### src/rtl/v_pipe_query_replay.sv
// v_pipe_query_replay: list-state query pipeline that parks update-collided
// queries in a small replay queue and reissues them after a fixed wait.

package v_pkg;
    localparam int unsigned ID_W    = 8;
    localparam int unsigned LEVELS  = 4;
    localparam int unsigned LEVEL_W = 2;
    localparam int unsigned KEY_W   = 16;
    localparam int unsigned VOL_W   = 16;
    localparam int unsigned LS_W    = 3;

    typedef logic [ID_W-1:0]    id_t;
    typedef logic [ID_W-1:0]    addr_t;
    typedef logic [LEVEL_W-1:0] level_t;
    typedef logic [KEY_W-1:0]   key_t;
    typedef logic [VOL_W-1:0]   volume_t;
    typedef logic [LS_W-1:0]    listsize_t;

    typedef struct packed {
        logic [LEVELS-1:0]    vld;
        listsize_t            listsize;
        key_t    [LEVELS-1:0] key;
        volume_t [LEVELS-1:0] volume;
    } state_t;
endpackage

module v_pipe_query_replay #(
    parameter int unsigned UPD_STAGES_N = 4,
    parameter int unsigned REPLAY_N     = 2,
    parameter int unsigned RETRY_MAX    = 3,
    parameter int unsigned REPLAY_WAIT  = 4,
    parameter int unsigned OUT_REG      = 0
) (
    input  logic                          clk,
    input  logic                          rst,
    input  logic                          i_lut_vld,
    input  v_pkg::id_t                    i_lut_prod_id,
    input  v_pkg::level_t                 i_lut_level,
    input  logic [7:0]                    i_lut_tag,
    output logic                          o_lut_ready,
    output logic                          o_lut_vld_r,
    output logic [7:0]                    o_lut_tag,
    output v_pkg::key_t                   o_lut_key,
    output v_pkg::volume_t                o_lut_size,
    output v_pkg::listsize_t              o_lut_listsize,
    output logic                          o_lut_error,
    output logic [1:0]                    o_lut_err_code,
    output logic                          o_state_ren,
    output v_pkg::addr_t                  o_state_raddr,
    input  v_pkg::state_t                 i_state_rdata,
    input  logic [UPD_STAGES_N-1:0]       i_upd_vld_r,
    input  v_pkg::id_t [UPD_STAGES_N-1:0] i_upd_prod_id_r
);
    localparam int unsigned OCC_W  = $clog2(REPLAY_N + 1);
    localparam int unsigned PTR_W  = (REPLAY_N > 1) ? $clog2(REPLAY_N) : 1;
    localparam int unsigned RTY_W  = (RETRY_MAX > 0) ? $clog2(RETRY_MAX + 1) : 1;
    localparam int unsigned WAIT_W = $clog2(REPLAY_WAIT + 1);
    localparam int unsigned LVL_N  = v_pkg::LEVELS;

    typedef struct packed {
        v_pkg::id_t       id;
        v_pkg::level_t    level;
        logic [7:0]       tag;
        logic [RTY_W-1:0] retry;
    } rp_entry_t;

    rp_entry_t         rp_q [REPLAY_N];
    logic [PTR_W-1:0]  head_r, tail_r;
    logic [OCC_W-1:0]  occ_r;
    logic [WAIT_W-1:0] wait_r;

    logic              s1_vld_r;
    v_pkg::id_t        s1_id_r;
    v_pkg::level_t     s1_level_r;
    logic [LVL_N-1:0]  s1_oh_r;
    logic [7:0]        s1_tag_r;
    logic              s1_busy_r;
    logic [RTY_W-1:0]  s1_retry_r;

    rp_entry_t         head_c;
    logic              replay_issue_c, room_c, issue_c, busy_s0_c;
    v_pkg::id_t        s0_id_c;
    v_pkg::level_t     s0_level_c;
    logic [7:0]        s0_tag_c;
    logic [RTY_W-1:0]  s0_retry_c;

    logic              busy_c, invalid_c, push_c, resp_c, err_c;
    logic [1:0]        code_c;
    v_pkg::key_t       key_c;
    v_pkg::volume_t    vol_c;

    function automatic logic [PTR_W-1:0] ptr_inc(input logic [PTR_W-1:0] p);
        return (p == PTR_W'(REPLAY_N - 1)) ? '0 : p + PTR_W'(1);
    endfunction

    // S0: pick replay head or new input, drive the state read, check collisions
    always_comb begin
        head_c         = rp_q[head_r];
        replay_issue_c = (occ_r != '0) && (wait_r == WAIT_W'(REPLAY_WAIT));
        room_c         = (RETRY_MAX == 0) ||
                         (((OCC_W+1)'(occ_r) + (OCC_W+1)'(s1_vld_r)) < (OCC_W+1)'(REPLAY_N));
        o_lut_ready    = !replay_issue_c && room_c;
        issue_c        = replay_issue_c || (i_lut_vld && o_lut_ready);
        s0_id_c        = replay_issue_c ? head_c.id    : i_lut_prod_id;
        s0_level_c     = replay_issue_c ? head_c.level : i_lut_level;
        s0_tag_c       = replay_issue_c ? head_c.tag   : i_lut_tag;
        s0_retry_c     = replay_issue_c ? head_c.retry : '0;
        o_state_ren    = issue_c;
        o_state_raddr  = s0_id_c;
        busy_s0_c      = 1'b0;
        for (int k = 0; k < UPD_STAGES_N; k++) begin
            if (i_upd_vld_r[k] && (i_upd_prod_id_r[k] == s0_id_c)) busy_s0_c = 1'b1;
        end
    end

    // S1 valid
    always_ff @(posedge clk) begin
        if (rst) s1_vld_r <= 1'b0;
        else     s1_vld_r <= issue_c;
    end

    // S1 payload, loaded on every issue
    always_ff @(posedge clk) begin
        if (issue_c) begin
            s1_id_r    <= s0_id_c;
            s1_level_r <= s0_level_c;
            s1_oh_r    <= LVL_N'(1) << s0_level_c;
            s1_tag_r   <= s0_tag_c;
            s1_busy_r  <= busy_s0_c;
            s1_retry_r <= s0_retry_c;
        end
    end

    // S1: late collision check, level mux, and replay/respond decision
    always_comb begin
        busy_c    = s1_busy_r || (i_upd_vld_r[0] && (i_upd_prod_id_r[0] == s1_id_r));
        invalid_c = (s1_oh_r & i_state_rdata.vld) == '0;
        key_c     = '0;
        vol_c     = '0;
        for (int l = 0; l < LVL_N; l++) begin
            if (s1_oh_r[l]) begin
                key_c = key_c | i_state_rdata.key[l];
                vol_c = vol_c | i_state_rdata.volume[l];
            end
        end
        push_c = s1_vld_r && busy_c && (s1_retry_r != RTY_W'(RETRY_MAX));
        resp_c = s1_vld_r && !push_c;
        err_c  = busy_c || invalid_c;
        code_c = busy_c ? 2'd2 : (invalid_c ? 2'd1 : 2'd0);
    end

    // Replay queue pointers, occupancy and head wait counter
    always_ff @(posedge clk) begin
        if (rst) begin
            head_r <= '0;
            tail_r <= '0;
            occ_r  <= '0;
            wait_r <= '0;
        end else begin
            if (push_c)         tail_r <= ptr_inc(tail_r);
            if (replay_issue_c) head_r <= ptr_inc(head_r);
            if (push_c && !replay_issue_c)      occ_r <= occ_r + OCC_W'(1);
            else if (!push_c && replay_issue_c) occ_r <= occ_r - OCC_W'(1);
            if (replay_issue_c || (push_c && (occ_r == '0)))
                wait_r <= '0;
            else if ((occ_r != '0) && (wait_r != WAIT_W'(REPLAY_WAIT)))
                wait_r <= wait_r + WAIT_W'(1);
        end
    end

    // Replay queue storage
    always_ff @(posedge clk) begin
        if (push_c) rp_q[tail_r] <= '{id: s1_id_r, level: s1_level_r, tag: s1_tag_r,
                                      retry: s1_retry_r + RTY_W'(1)};
    end

    if (OUT_REG != 0) begin : g_out_reg
        // Registered response stage
        always_ff @(posedge clk) begin
            if (rst) begin
                o_lut_vld_r    <= 1'b0;
                o_lut_tag      <= '0;
                o_lut_key      <= '0;
                o_lut_size     <= '0;
                o_lut_listsize <= '0;
                o_lut_error    <= 1'b0;
                o_lut_err_code <= '0;
            end else begin
                o_lut_vld_r    <= resp_c;
                o_lut_tag      <= s1_tag_r;
                o_lut_key      <= key_c;
                o_lut_size     <= vol_c;
                o_lut_listsize <= i_state_rdata.listsize;
                o_lut_error    <= err_c;
                o_lut_err_code <= code_c;
            end
        end
    end else begin : g_out_comb
        // Response straight from S1
        always_comb begin
            o_lut_vld_r    = resp_c;
            o_lut_tag      = s1_tag_r;
            o_lut_key      = key_c;
            o_lut_size     = vol_c;
            o_lut_listsize = i_state_rdata.listsize;
            o_lut_error    = err_c;
            o_lut_err_code = code_c;
        end
    end
endmodule

### config.mk
export PLATFORM = sky130hd
export DESIGN_NAME = v_pipe_query_replay
export DESIGN_NICKNAME = d
export VERILOG_FILES = /design/src/rtl/v_pipe_query_replay.sv
export SDC_FILE = /design/constraint.sdc
export NUM_CORES = 1
export LEC_CHECK = 0
export CAP_MARGIN = 25
export CELL_PAD_IN_SITES_DETAIL_PLACEMENT = 1
export CELL_PAD_IN_SITES_GLOBAL_PLACEMENT = 2
export CORE_MARGIN = 2
export CORE_UTILIZATION = 23
export DETAILED_ROUTE_END_ITERATION = 7
export GPL_ROUTABILITY_DRIVEN = 0
export MAX_ROUTING_LAYER = met4
export PLACE_DENSITY = 0.86
export SLEW_MARGIN = 20
export SYNTH_ARGS = -nofsm -noshare
export SYNTH_HDL_FRONTEND = slang
export SYNTH_SLANG_ARGS = --single-unit
### constraint.sdc
create_clock -name clk -period 7.8 [get_ports clk]
set_input_delay 1.17 -clock clk [delete_from_list [all_inputs] [get_ports clk]]
set_output_delay 1.17 -clock clk [all_outputs]
set_load 0.01 [all_outputs]
==> flow_metrics.py, run 1 <==
metrics = {
    "timing": {
        "relSlewSlack_pct": 37.0,
        "finalHoldViolCount": 0,
        "final.setup_skew_ns": 0.00655,
        "worstMarginPinSlew_ns": 0.946,
        "rsz0062_at_grt": "no",
        "setup_viol": 0,
        "maxSlewViolCount": 0,
        "finalCritPeriodShare_pct": 59.0,
        "max_freq_mhz": 217,
        "min_period_ns": 4.60,
        "setup_tns_ns": 0,
    },
    "power": {
        "clkPwrFrac_pct": 36.1,
        "p_leak_nw": 2.54,
        "finalPower_mw": 1.15,
        "p_sw_share_pct": 24.7,
        "peakVddDrop_mv": 0.104,
        "p_per_area_nw_per_um2": 162,
        "p_switching_mw": 0.284,
        "p_comb_share_pct": 24.1,
        "pwr-share-seq_pct": 39.8,
        "internal_power_mw": 0.865,
    },
    "yosys": {
        "syn_area_um2": 4140,
        "yosysTopAreaCellShare_pct": 47.2,
        "ys_types": 29,
        "yosysSeqAreaShare_pct": 51.6,
        "netlist_top_cells_area": "edfxtp_1 47%, a22oi_1 12%, xnor2_1 6.6%",
        "synth_cells": 359,
        "synth_fp_nets": 555,
        "async_flop_share_pct": 0,
        "postSynthAreaPerCell_um2": 11.5,
        "yosys-top-cells-count": "66 x a22oi_1, 65 x edfxtp_1, 46 x nand2_1",
        "synth.most_common_cell": "a22oi_1",
        "yosys_warnings": 0,
        "yosysTopAreaCell": "edfxtp_1",
        "synth_seq_cells": 74,
        "synth_edf_count": 65,
        "ys.flop_type": "edfxtp_1",
    },
    "floorplan": {
        "core-area_um2": 17800,
        "ios": 249,
        "die_y_um": 138,
        "die_w_um": 138,
        "die-area_um2": 19100,
        "std_cell_rows": 49,
        "initial_core_util_pct": 23.3,
    },
    "placement": {
        "port-buffer-count": 242,
        "place_hpwl_mm": 12.1,
    },
    "job": {
        "drv_cap": 0,
    },
    "clock_tree": {
        "post_cts_resized": 0,
        "cts_hold_buf": 0,
        "cts.reportedPaths.clkPinSlew_ns": 0.06,
        "clkLatencyLatePin_ns": 0.34,
        "post_cts_buffers": 0,
        "cts-root-buf": "clkbuf_16",
        "cts_buffers": 9,
        "cts_tree": "yes",
        "clock_sinks": 74,
        "cts.path.max_buffers": 2,
        "h-tree-depth": 3,
    },
    "drt": {
        "vias": 3780,
        "wire_per_inst_um": 18.6,
        "drtPass1Iterations": 4,
        "wirelength_mm": 15.4,
        "ant_nets": 0,
        "drc": 0,
        "drt_iter0_markers": 131,
        "viasPerCell": 4.57,
    },
    "critical_path": {
        "r2r_start": "s1_id_r[7]$_DFFE_PP_",
        "rrSetupSlack_ns": 4.91,
        "crit_arrival_ns": 3.43,
        "start_kind": "primary input",
        "cp.required_ns": 6.63,
        "end_kind": "output pin",
        "rr_worst_depth": 5,
        "critPathMaxFanout": 6,
        "critPathKind": "in2out",
        "r2r-end": "rp_q[1][18]$_DFFE_PP_",
    },
    "hold_path": {
        "min_path_cells": 0,
        "min_to": "rp_q[0][11]$_DFFE_PP_",
        "min_from": "s1_level_r[1]$_DFFE_PP_",
        "hold_class": "reg2reg",
    },
    "cells_and_area": {
        "drive_gt1_share_pct": 7.02,
        "synthToLayoutAreaGrowth_pct": 71.8,
        "antennaDiodeCount": 0,
        "fin_nets": 789,
        "fillers": 1940,
    },
    "global_routing": {
        "track_usage_pct": 16.3,
        "grt_overflow": 0,
        "grt_pass1_vias": 4096,
        "antenna_found_initial": 0,
        "grt_pass1_wl_mm": 23.6,
        "grt_max_degree": 34,
    },
    "outcome": {
        "status": "finished clean",
    },
}
[registers in the layout, summed over array words and instances (netlist names), named ones only]
register and cells:
rp_q 40, o_lut_tag 8, s1_id_r 8, s1_oh_r 4, wait_r 3, occ_r 2
s1_level_r 2, s1_retry_r 2, head_r 1, s1_busy_r 1, s1_vld_r 1, tail_r 1
[power by group through the flow]
stage	clock network (mW)	logic [mW]	registers (mW)
2_1_floorplan	0	0.0971	0.463
3_3_place_gp	0	0.268	0.468
3_5_place_dp	0	0.279	0.466
4_1_cts	0.424	0.282	0.457
5_1_grt	0.438	0.297	0.459
6_report	0.415	0.277	0.457
[cell usage in the layout, fill, tap and decap left out, types with 11 or more instances in the layout]
cell type	count
clkdlybuf4s50_1	242
a22oi_1	66
edfxtp_1	65
nand2_1	46
xnor2_1	31
xor2_1	15
mux2i_1	13
nor2_1	12
inv_1	11
o21ai_0	11
[how the worst max path moves through the flow]
stage,start,end,slack (ns),cells after the start
3_5_place_dp,i_upd_prod_id_r[4],o_lut_vld_r,3.23,7
6_report,i_upd_prod_id_r[7],o_lut_vld_r,3.20,7
3_3_place_gp,i_upd_prod_id_r[7],o_lut_vld_r,3.22,7
4_1_cts,i_upd_prod_id_r[4],o_lut_vld_r,3.19,7
5_1_grt,i_upd_prod_id_r[4],o_lut_vld_r,3.01,7
2_1_floorplan,i_upd_prod_id_r[7],rp_q[0][0]$_DFFE_PP_,4.30,6
[critical path: stages]
cell and delay [ns]:
clkdlybuf4s50_1 0.46, xor2_1 0.16, nor4_1 0.33, a41o_1 0.38, and3b_1 0.34, nor2b_1 0.10, clkdlybuf4s50_1 0.49
[area by class of cell]
class	instances	area, µm²	share of cell area [%]
clock buffers	9	225	3.17
inverters	11	41.3	0.581
flip-flops and latches	74	2130	30.0
repair buffers	250	2500	35.1
multi-input cells	247	1850	26.0
well taps	229	287	4.03
clock inverters	7	76.3	1.07
[through the flow]
step | utilization (%) | instance area [µm²] | instances | hold WS [ns] | setup WS, ns
floorplan | - | 4140 | 359 | 0.421 | 4.30
global placement | 38.1 | 6770 | 809 | 0.429 | 3.22
detailed placement | 38.2 | 6800 | 811 | 0.459 | 3.23
CTS | 39.9 | 7100 | 827 | 0.473 | 3.19
global route | 40.0 | 7110 | 827 | 0.487 | 3.01
finish | 40.0 | 7110 | 827 | 0.471 | 3.20
[logic make-up (layout without fill, tap and decap cells)]
group,Yosys count,after routing,synth area share [%]
AOI/OAI and AO/OA,84,84,14.5
adders and majority gates,4,4,1.21
DFF,74,74,51.6
buffers and inverters,38,277,4.18
xor gates and xnor gates,46,46,9.74
muxes,29,29,9.68
and+or+nand+nor,84,84,9.11
[metal layers]
metal,vias up,GRT usage (%),wire (µm)
li1,1797,-,-
met1,1804,18.3,6160
met2,171,29.8,8220
met3,8,4.09,959
met4,0,2.58,63
met5,-,-,0
(Power assumes the default switching activity.)
==> run 2, diff against run 1 <==
Settings changed: CORE_UTILIZATION 23 to 20, PLACE_DENSITY 0.86 to 0.79.
Clock period 7.8 ns to 3.9 ns, I/O delays scaled along.
==> flow_metrics.py, run 2 (synthesis gave the netlist of run 1 again) <==
metrics = {
    "timing": {
        "min_period_ns": 3.56,
        "maxSlewViolCount": 0,
        "max_freq_mhz": 281,
        "finalCritPeriodShare_pct": 91.2,
        "finalHoldViolCount": 0,
        "final.setup_skew_ns": 0.00898,
        "worstMarginPinSlew_ns": 0.834,
        "setup_tns_ns": 0,
        "rsz0062_at_grt": "no",
        "relSlewSlack_pct": 44.1,
        "layout_setup_ws_ns": 0.343,
        "hold_ws_ns": 0.464,
        "setup_viol": 0,
    },
    "critical_path": {
        "start_kind": "primary input",
        "critPathMaxStageDelay_ns": 0.48,
        "rrSetupSlack_ns": 1.15,
        "end_kind": "output pin",
        "crit_arrival_ns": 2.97,
        "crit_slowest_cell": "clkdlybuf4s50_1",
        "critPathKind": "in2out",
        "critPathMaxFanout": 6,
        "crit_chain": "clkdlybuf4s50_1 > xor2_1 > nor4_1 > a41o_1 > and3b_1 > nor2b_1 > clkdlybuf4s50_1",
        "cp_common_cell": "clkdlybuf4s50_1",
        "cp.required_ns": 3.31,
    },
    "power": {
        "p_sw_share_pct": 24.0,
        "p_per_area_nw_per_um2": 317,
        "clkPwrFrac_pct": 35.8,
        "pwr-share-seq_pct": 40.7,
        "p_leak_nw": 2.54,
        "p_switching_mw": 0.543,
        "peakVddDrop_mv": 0.154,
        "p_comb_share_pct": 23.6,
        "finalPower_mw": 2.27,
        "internal_power_mw": 1.73,
    },
    "outcome": {
        "status": "finished clean",
    },
    "job": {
        "drv_cap": 0,
    },
    "cells_and_area": {
        "reg_top3": "rp_q x40, o_lut_tag x8, s1_id_r x8",
        "final_common_cell": "clkdlybuf4s50_1",
        "drive_gt1_share_pct": 7.00,
        "largest_reg_flops": 40,
        "fin_nets": 791,
        "regMostFlops": "rp_q",
        "mostFrequentLayoutCells": "242 x clkdlybuf4s50_1, 66 x a22oi_1, 65 x edfxtp_1",
        "fillers": 2211,
        "utilization_pct": 35.3,
        "synthToLayoutAreaGrowth_pct": 72.9,
    },
    "drt": {
        "drtPass1Iterations": 5,
        "viasPerCell": 4.37,
        "drc": 0,
        "wire_per_inst_um": 17.5,
        "drt_iter0_markers": 107,
        "wirelength_mm": 15.2,
        "ant_nets": 0,
        "vias": 3806,
    },
    "clock_tree": {
        "post_cts_resized": 0,
        "cts.reportedPaths.clkPinSlew_ns": 0.06,
        "post_cts_buffers": 0,
        "cts.path.max_buffers": 2,
        "cts_hold_buf": 0,
        "cts-root-buf": "clkbuf_16",
        "cts_buffers": 9,
        "cts_tree": "yes",
        "clkLatencyLatePin_ns": 0.33,
        "clock_sinks": 74,
        "h-tree-depth": 3,
    },
    "floorplan": {
        "std_cell_rows": 52,
        "die_w_um": 148,
        "ios": 249,
        "initial_core_util_pct": 20.4,
        "die_y_um": 148,
        "die-area_um2": 21800,
        "core-area_um2": 20200,
    },
    "global_routing": {
        "grt_pass1_wl_mm": 23.1,
        "grt_pass1_vias": 4213,
        "track_usage_pct": 14.0,
        "grt_max_degree": 34,
        "grt_overflow": 0,
        "antenna_found_initial": 1,
    },
    "placement": {
        "dp_slack_ns": 0.286,
        "port-buffer-count": 242,
        "place_hpwl_mm": 12.4,
    },
    "hold_path": {
        "hold_class": "reg2reg",
    },
}
run 2: through the flow:
step,cell area [µm²],cells
2_1_floorplan,4140,359
3_3_place_gp,6850,854
3_5_place_dp,6850,854
4_1_cts,7150,870
5_1_grt,7150,871
6_report,7150,871
run 2: path summary, 6_finish.rpt:
path                                               from                    end  depth (start not counted)
worst max register to register     s1_id_r[7]$_DFFE_PP_  occ_r[1]$_SDFFE_PP0P_                          7
worst max-delay path                 i_upd_prod_id_r[7]            o_lut_vld_r                          7
worst min register to register  s1_level_r[0]$_DFFE_PP_  rp_q[1][10]$_DFFE_PP_                          0
worst min-delay path            s1_level_r[0]$_DFFE_PP_  rp_q[1][10]$_DFFE_PP_                          0
run 2: layout make-up:
| type | count | area [µm²] | share of cell area [%] |
|---|---|---|---|
| multi-input cells | 247 | 1840 | 25.8 |
| repair buffers | 252 | 2500 | 34.9 |
| well taps | 270 | 338 | 4.73 |
| clock buffers | 10 | 229 | 3.20 |
| clock inverters | 6 | 66.3 | 0.928 |
| inverters | 11 | 41.3 | 0.578 |
| diodes | 1 | 2.50 | 0.0350 |
| flip-flops and latches | 74 | 2130 | 29.8 |
run 2: routing by layer:
metal / global-route usage (%) / vias up / share of wire [%]
met4: 3.51 / 0 / 1.3
met2: 26.0 / 175 / 53
met5: - / - / 0
met3: 3.52 / 14 / 7.5
li1: - / 1799 / -
met1: 14.7 / 1818 / 39
run 2: worst max-delay path, delay by kind of cell:
kind                   cells  cell delay [ns]
AO/OA/AOI/OAI              1             0.44
buffers and inverters      2             0.93
AND/OR/NAND/NOR            3             0.85
XOR/XNOR                   1             0.16
run 2: power groups by stage:
stage | logic [mW] | clock network (mW) | registers (mW)
floorplan | 0.194 | 0 | 0.925
global placement | 0.528 | 0 | 0.938
detailed placement | 0.540 | 0 | 0.940
CTS | 0.542 | 0.827 | 0.924
global route | 0.573 | 0.868 | 0.928
finish | 0.534 | 0.811 | 0.923
==> variant 1 (flow settings as in run 2) <==
Set the package constant `LS_W` to 4 (it was 3).
--- a/src/rtl/v_pipe_query_replay.sv
+++ b/src/rtl/v_pipe_query_replay.sv
@@ -7,7 +7,7 @@
     localparam int unsigned LEVEL_W = 2;
     localparam int unsigned KEY_W   = 16;
     localparam int unsigned VOL_W   = 16;
-    localparam int unsigned LS_W    = 3;
+    localparam int unsigned LS_W    = 4;
 
     typedef logic [ID_W-1:0]    id_t;
     typedef logic [ID_W-1:0]    addr_t;
Ports: changed (resized i_state_rdata and o_lut_listsize); port bits go from 249 to 251. No check against the original RTL was run, so the function may have changed too.
==> variant 1 against run 2 <==
Sequential cell count unchanged; final area rose by 0.40%; routed wire length down 3.8%; critical path depth unchanged; die area increased by 0.18%; synthesized area up 0.18%; critical endpoint unchanged; total power increased by 1.5%; highest routed layer unchanged; worst setup slack better by 110 ps.
==> variant 1: results <==
metrics = {
    "run_status": {
        "status": "complete, no violations",
    },
    "synthesis": {
        "synth_seq_area_share_pct": 51.5,
        "synthArstFlopShare_pct": 0,
        "synth_top_area_share_pct": 47.1,
        "synth_edf_count": 65,
        "syn_nets": 557,
        "synth_flop_cell": "edfxtp_1",
        "synthTopCellsByArea": "edfxtp_1 47%, a22oi_1 12%, xnor2_1 6.6%, dfxtp_1 4.3%, mux2i_4 4.3%",
        "synth_cell_types": 29,
        "yosysWarnings": 0,
    },
    "drt": {
        "via_per_inst": 4.29,
        "firstDrtPassIters": 4,
        "drt_iter0_drc": 165,
        "postRouteWirelength_um": 14600,
    },
    "layout": {
        "antenna_cells": 0,
        "fill_cells": 2223,
        "nNetsFinal": 794,
        "drive_gt1_share_pct": 7.64,
        "reg_top3": "rp_q x40, o_lut_tag x8, s1_id_r x8",
        "seq_area_um2": 2130,
    },
    "global_route": {
        "grt_usage_pct": 13.4,
        "met1_usage_pct": 14.7,
        "use_met3_pct": 2.96,
        "grt-ovfl-total": 0,
        "antenna_found_initial": 0,
        "use_met2_pct": 24.6,
        "grt_pass1_vias": 4181,
        "grt_pass1_wl_um": 22500,
    },
    "min_path": {
        "hold_path_class": "reg2reg",
    },
    "cts": {
        "cts_buffer_depth": 2,
        "post-cts-setup-buffer-count": 0,
        "clock_latency_ps": 330,
        "cts_buffers": 9,
    },
    "timing": {
        "skew_ps": 7.12,
        "worst_pin_slew_ps": 851,
    },
    "worst_setup_path": {
        "critical_path_arrival_ps": 2860,
        "crit_slowest_cell": "clkdlybuf4s50_1",
    },
    "pwr": {
        "leakage_nw": 2.56,
        "vdd_ir_drop_max_mv": 0.193,
    },
    "place": {
        "hpwl_um": 11700,
        "pre_cts_ws_ps": 380,
        "postPlaceCellArea_um2": 6870,
    },
}
variant 1: cell types whose count changed after synthesis:
| cell | run 2 | this run |
|---|---|---|
| buf_4 | 4 | 5 |
variant 1: worst paths after layout:
path / endpoint / slack (ps) / startpoint / cells past startpoint
worst max-delay path: o_lut_vld_r / 460 / i_upd_prod_id_r[7] / 7
worst min-delay path: rp_q[1][10] / 440 / s1_level_r[0] / 0
worst max register to register: occ_r[1] / 1350 / s1_id_r[4] / 7
worst min register to register: rp_q[1][10] / 440 / s1_level_r[0] / 0
variant 1: kinds of logic (layout without fill, tap and decap cells):
group | after synthesis | after routing | share of synthesized area [%]
AOI/OAI and AO/OA | 84 | 84 | 14.5
and+or+nand+nor | 84 | 84 | 9.09
DFF | 74 | 74 | 51.5
xor gates and xnor gates | 46 | 46 | 9.73
buffers and inverters | 39 | 281 | 4.35
muxes | 29 | 29 | 9.66
adders and majority gates | 4 | 4 | 1.21
variant 1: routing by layer:
metal,vias up,wire length [µm]
li1,1808,-
met1,1747,5630
met2,169,7770
met3,16,1050
met4,0,184
met5,-,0
variant 1: critical path: cells and delay by family:
family	cells	cell delay, ps
AOI/OAI and AO/OA	1	370
xor gates and xnor gates	1	170
buffers and inverters	2	950
and+or+nand+nor	3	770
variant 1: cell type report:
class                           count  area share (%)
Sequential cell                    74            29.7
Clock inverter                      7            1.20
Multi-Input combinational cell    247            25.7
Clock buffer                        9            3.14
Timing Repair Buffer              254            35.0
Tap cell                          270            4.71
Inverter                           11           0.575
variant 1: power by group:
group          switching, W  total, W  internal, W
Sequential        0.0000227  0.000917     0.000894
Clock              0.000339  0.000847     0.000508
Combinational      0.000203  0.000537     0.000334
variant 1: per-stage QoR:
stage,hold slack [ps],instances
floorplan,421,360
global placement,430,856
detailed placement,433,856
CTS,449,872
global route,459,872
finish,444,872
==> variant 2 (settings of run 2) <==
Made on the original files. Reset style: asynchronous (`rst`), changed in 3 clocked blocks.
--- a/src/rtl/v_pipe_query_replay.sv
+++ b/src/rtl/v_pipe_query_replay.sv
@@ -114,7 +114,7 @@
     end
 
     // S1 valid
-    always_ff @(posedge clk) begin
+    always_ff @(posedge clk or posedge rst) begin
         if (rst) s1_vld_r <= 1'b0;
         else     s1_vld_r <= issue_c;
     end
@@ -150,7 +150,7 @@
     end
 
     // Replay queue pointers, occupancy and head wait counter
-    always_ff @(posedge clk) begin
+    always_ff @(posedge clk or posedge rst) begin
         if (rst) begin
             head_r <= '0;
             tail_r <= '0;
@@ -176,7 +176,7 @@
 
     if (OUT_REG != 0) begin : g_out_reg
         // Registered response stage
-        always_ff @(posedge clk) begin
+        always_ff @(posedge clk or posedge rst) begin
             if (rst) begin
                 o_lut_vld_r    <= 1'b0;
                 o_lut_tag      <= '0;
Formal check against the unedited RTL: differs if rst is asserted again (counterexample within 4 cycles, from zero or initial values and one cycle with rst high); with rst held inactive, the same outputs for 10 cycles.
==> variant 2 against run 2 <==
Via count fell by 2.5%; routed wire length fell by 0.59%; synthesized cell count fell by 1.9%; synthesized area fell by 0.70%; core utilization rose by 0.16 points; non-clock buffer count rose by 1; final area rose by 0.14%; worst setup slack improved by 100 ps; sequential cell count fell by 1; clock skew fell by 2.8 ps; sequential share of layout area rose by 0.24 points.
Power is not compared: it rests on default switching activity, and its combinational part moved more than twofold at a synthesized area within 25%.
==> variant 2: results <==
metrics = {
    "drt": {
        "wl_met2_um": 7920,
        "firstDrtPassIters": 4,
        "postRouteWirelength_um": 15100,
        "dr_wl_met3_um": 791,
        "via_per_inst": 4.29,
        "wl_met1_um": 6220,
        "drt_iter0_drc": 164,
        "wl_per_cell_um": 17.5,
    },
    "synthesis": {
        "synth_flop_cell": "edfxtp_1",
        "synth_cell_types": 34,
        "syn_inst": 352,
        "syn_nets": 548,
        "synthAdderAreaFrac_pct": 1.22,
        "synthArstFlopShare_pct": 11.0,
        "synth_compound_area_share_pct": 14.9,
        "synth_common_cells": "66 x a22oi_1, 65 x edfxtp_1, 46 x nand2_1, 32 x xnor2_1, 18 x clkbuf_1",
        "synthTopCellsByArea": "edfxtp_1 48%, a22oi_1 12%, xnor2_1 6.8%, dfrtp_1 4.9%, nand2_1 4.2%",
        "synth_seq_area_share_pct": 52.4,
        "yosysWarnings": 0,
        "synth_xor_area_share_pct": 9.60,
        "synth.mux.area_fraction_pct": 8.96,
    },
    "place": {
        "dp_cells": 849,
        "portBuffers": 242,
        "hpwl_um": 12000,
        "postPlaceCellArea_um2": 6820,
        "pre_cts_ws_ps": 410,
    },
    "run_status": {
        "status": "complete, no violations",
    },
    "timing": {
        "slew-limit-headroom_pct": 46.9,
        "setup_tns_ps": 0,
        "skew_ps": 6.14,
    },
    "global_route": {
        "antenna_found_initial": 0,
        "grt_pass1_vias": 4160,
        "use_met3_pct": 2.61,
        "grt_pass1_wl_um": 23100,
        "grt_usage_pct": 13.9,
        "use_met2_pct": 24.9,
        "met1_usage_pct": 16.2,
    },
    "pwr": {
        "vdd_ir_drop_max_mv": 0.269,
    },
    "layout": {
        "antenna_cells": 0,
        "drive_gt1_share_pct": 7.39,
        "nNetsFinal": 786,
    },
    "worst_setup_path": {
        "critical_path_arrival_ps": 2870,
        "crit_slowest_cell": "clkdlybuf4s50_1",
        "crit_fanout": 6,
    },
    "cts": {
        "clock_latency_ps": 330,
        "post-cts-setup-buffer-count": 0,
        "cts_buffer_depth": 2,
    },
    "min_path": {
        "hold_path_class": "reg2reg",
    },
}
-- variant 2: worst paths after layout --
check,start,to,slack [ps],cells after the start
min reg2reg,s1_level_r[0],rp_q[0][10],460,0
min,s1_level_r[0],rp_q[0][10],460,0
max reg2reg,occ_r[0],s1_busy_r,1160,6
max in group asynchronous,rst,wait_r[1],3120,2
max,i_upd_prod_id_r[7],o_lut_vld_r,440,7
min in group asynchronous,rst,head_r,520,2
-- variant 2: power breakdown --
| group | internal [W] | switching [W] |
|---|---|---|
| sequential | 0.00117 | 0.000201 |
| clock | 0.000576 | 0.000346 |
| combinational | 0.00104 | 0.000986 |
| total | 0.00279 | 0.00153 |
-- variant 2: layout make-up --
| cell class | instances | area, µm² |
|---|---|---|
| fillers | 2240 | 13000 |
| repair buffers | 253 | 2500 |
| flip-flops and latches | 73 | 2150 |
| multi-input cells | 239 | 1780 |
| well taps | 270 | 338 |
| clock buffers | 9 | 225 |
| clock inverters | 7 | 110 |
| inverters | 14 | 52.6 |
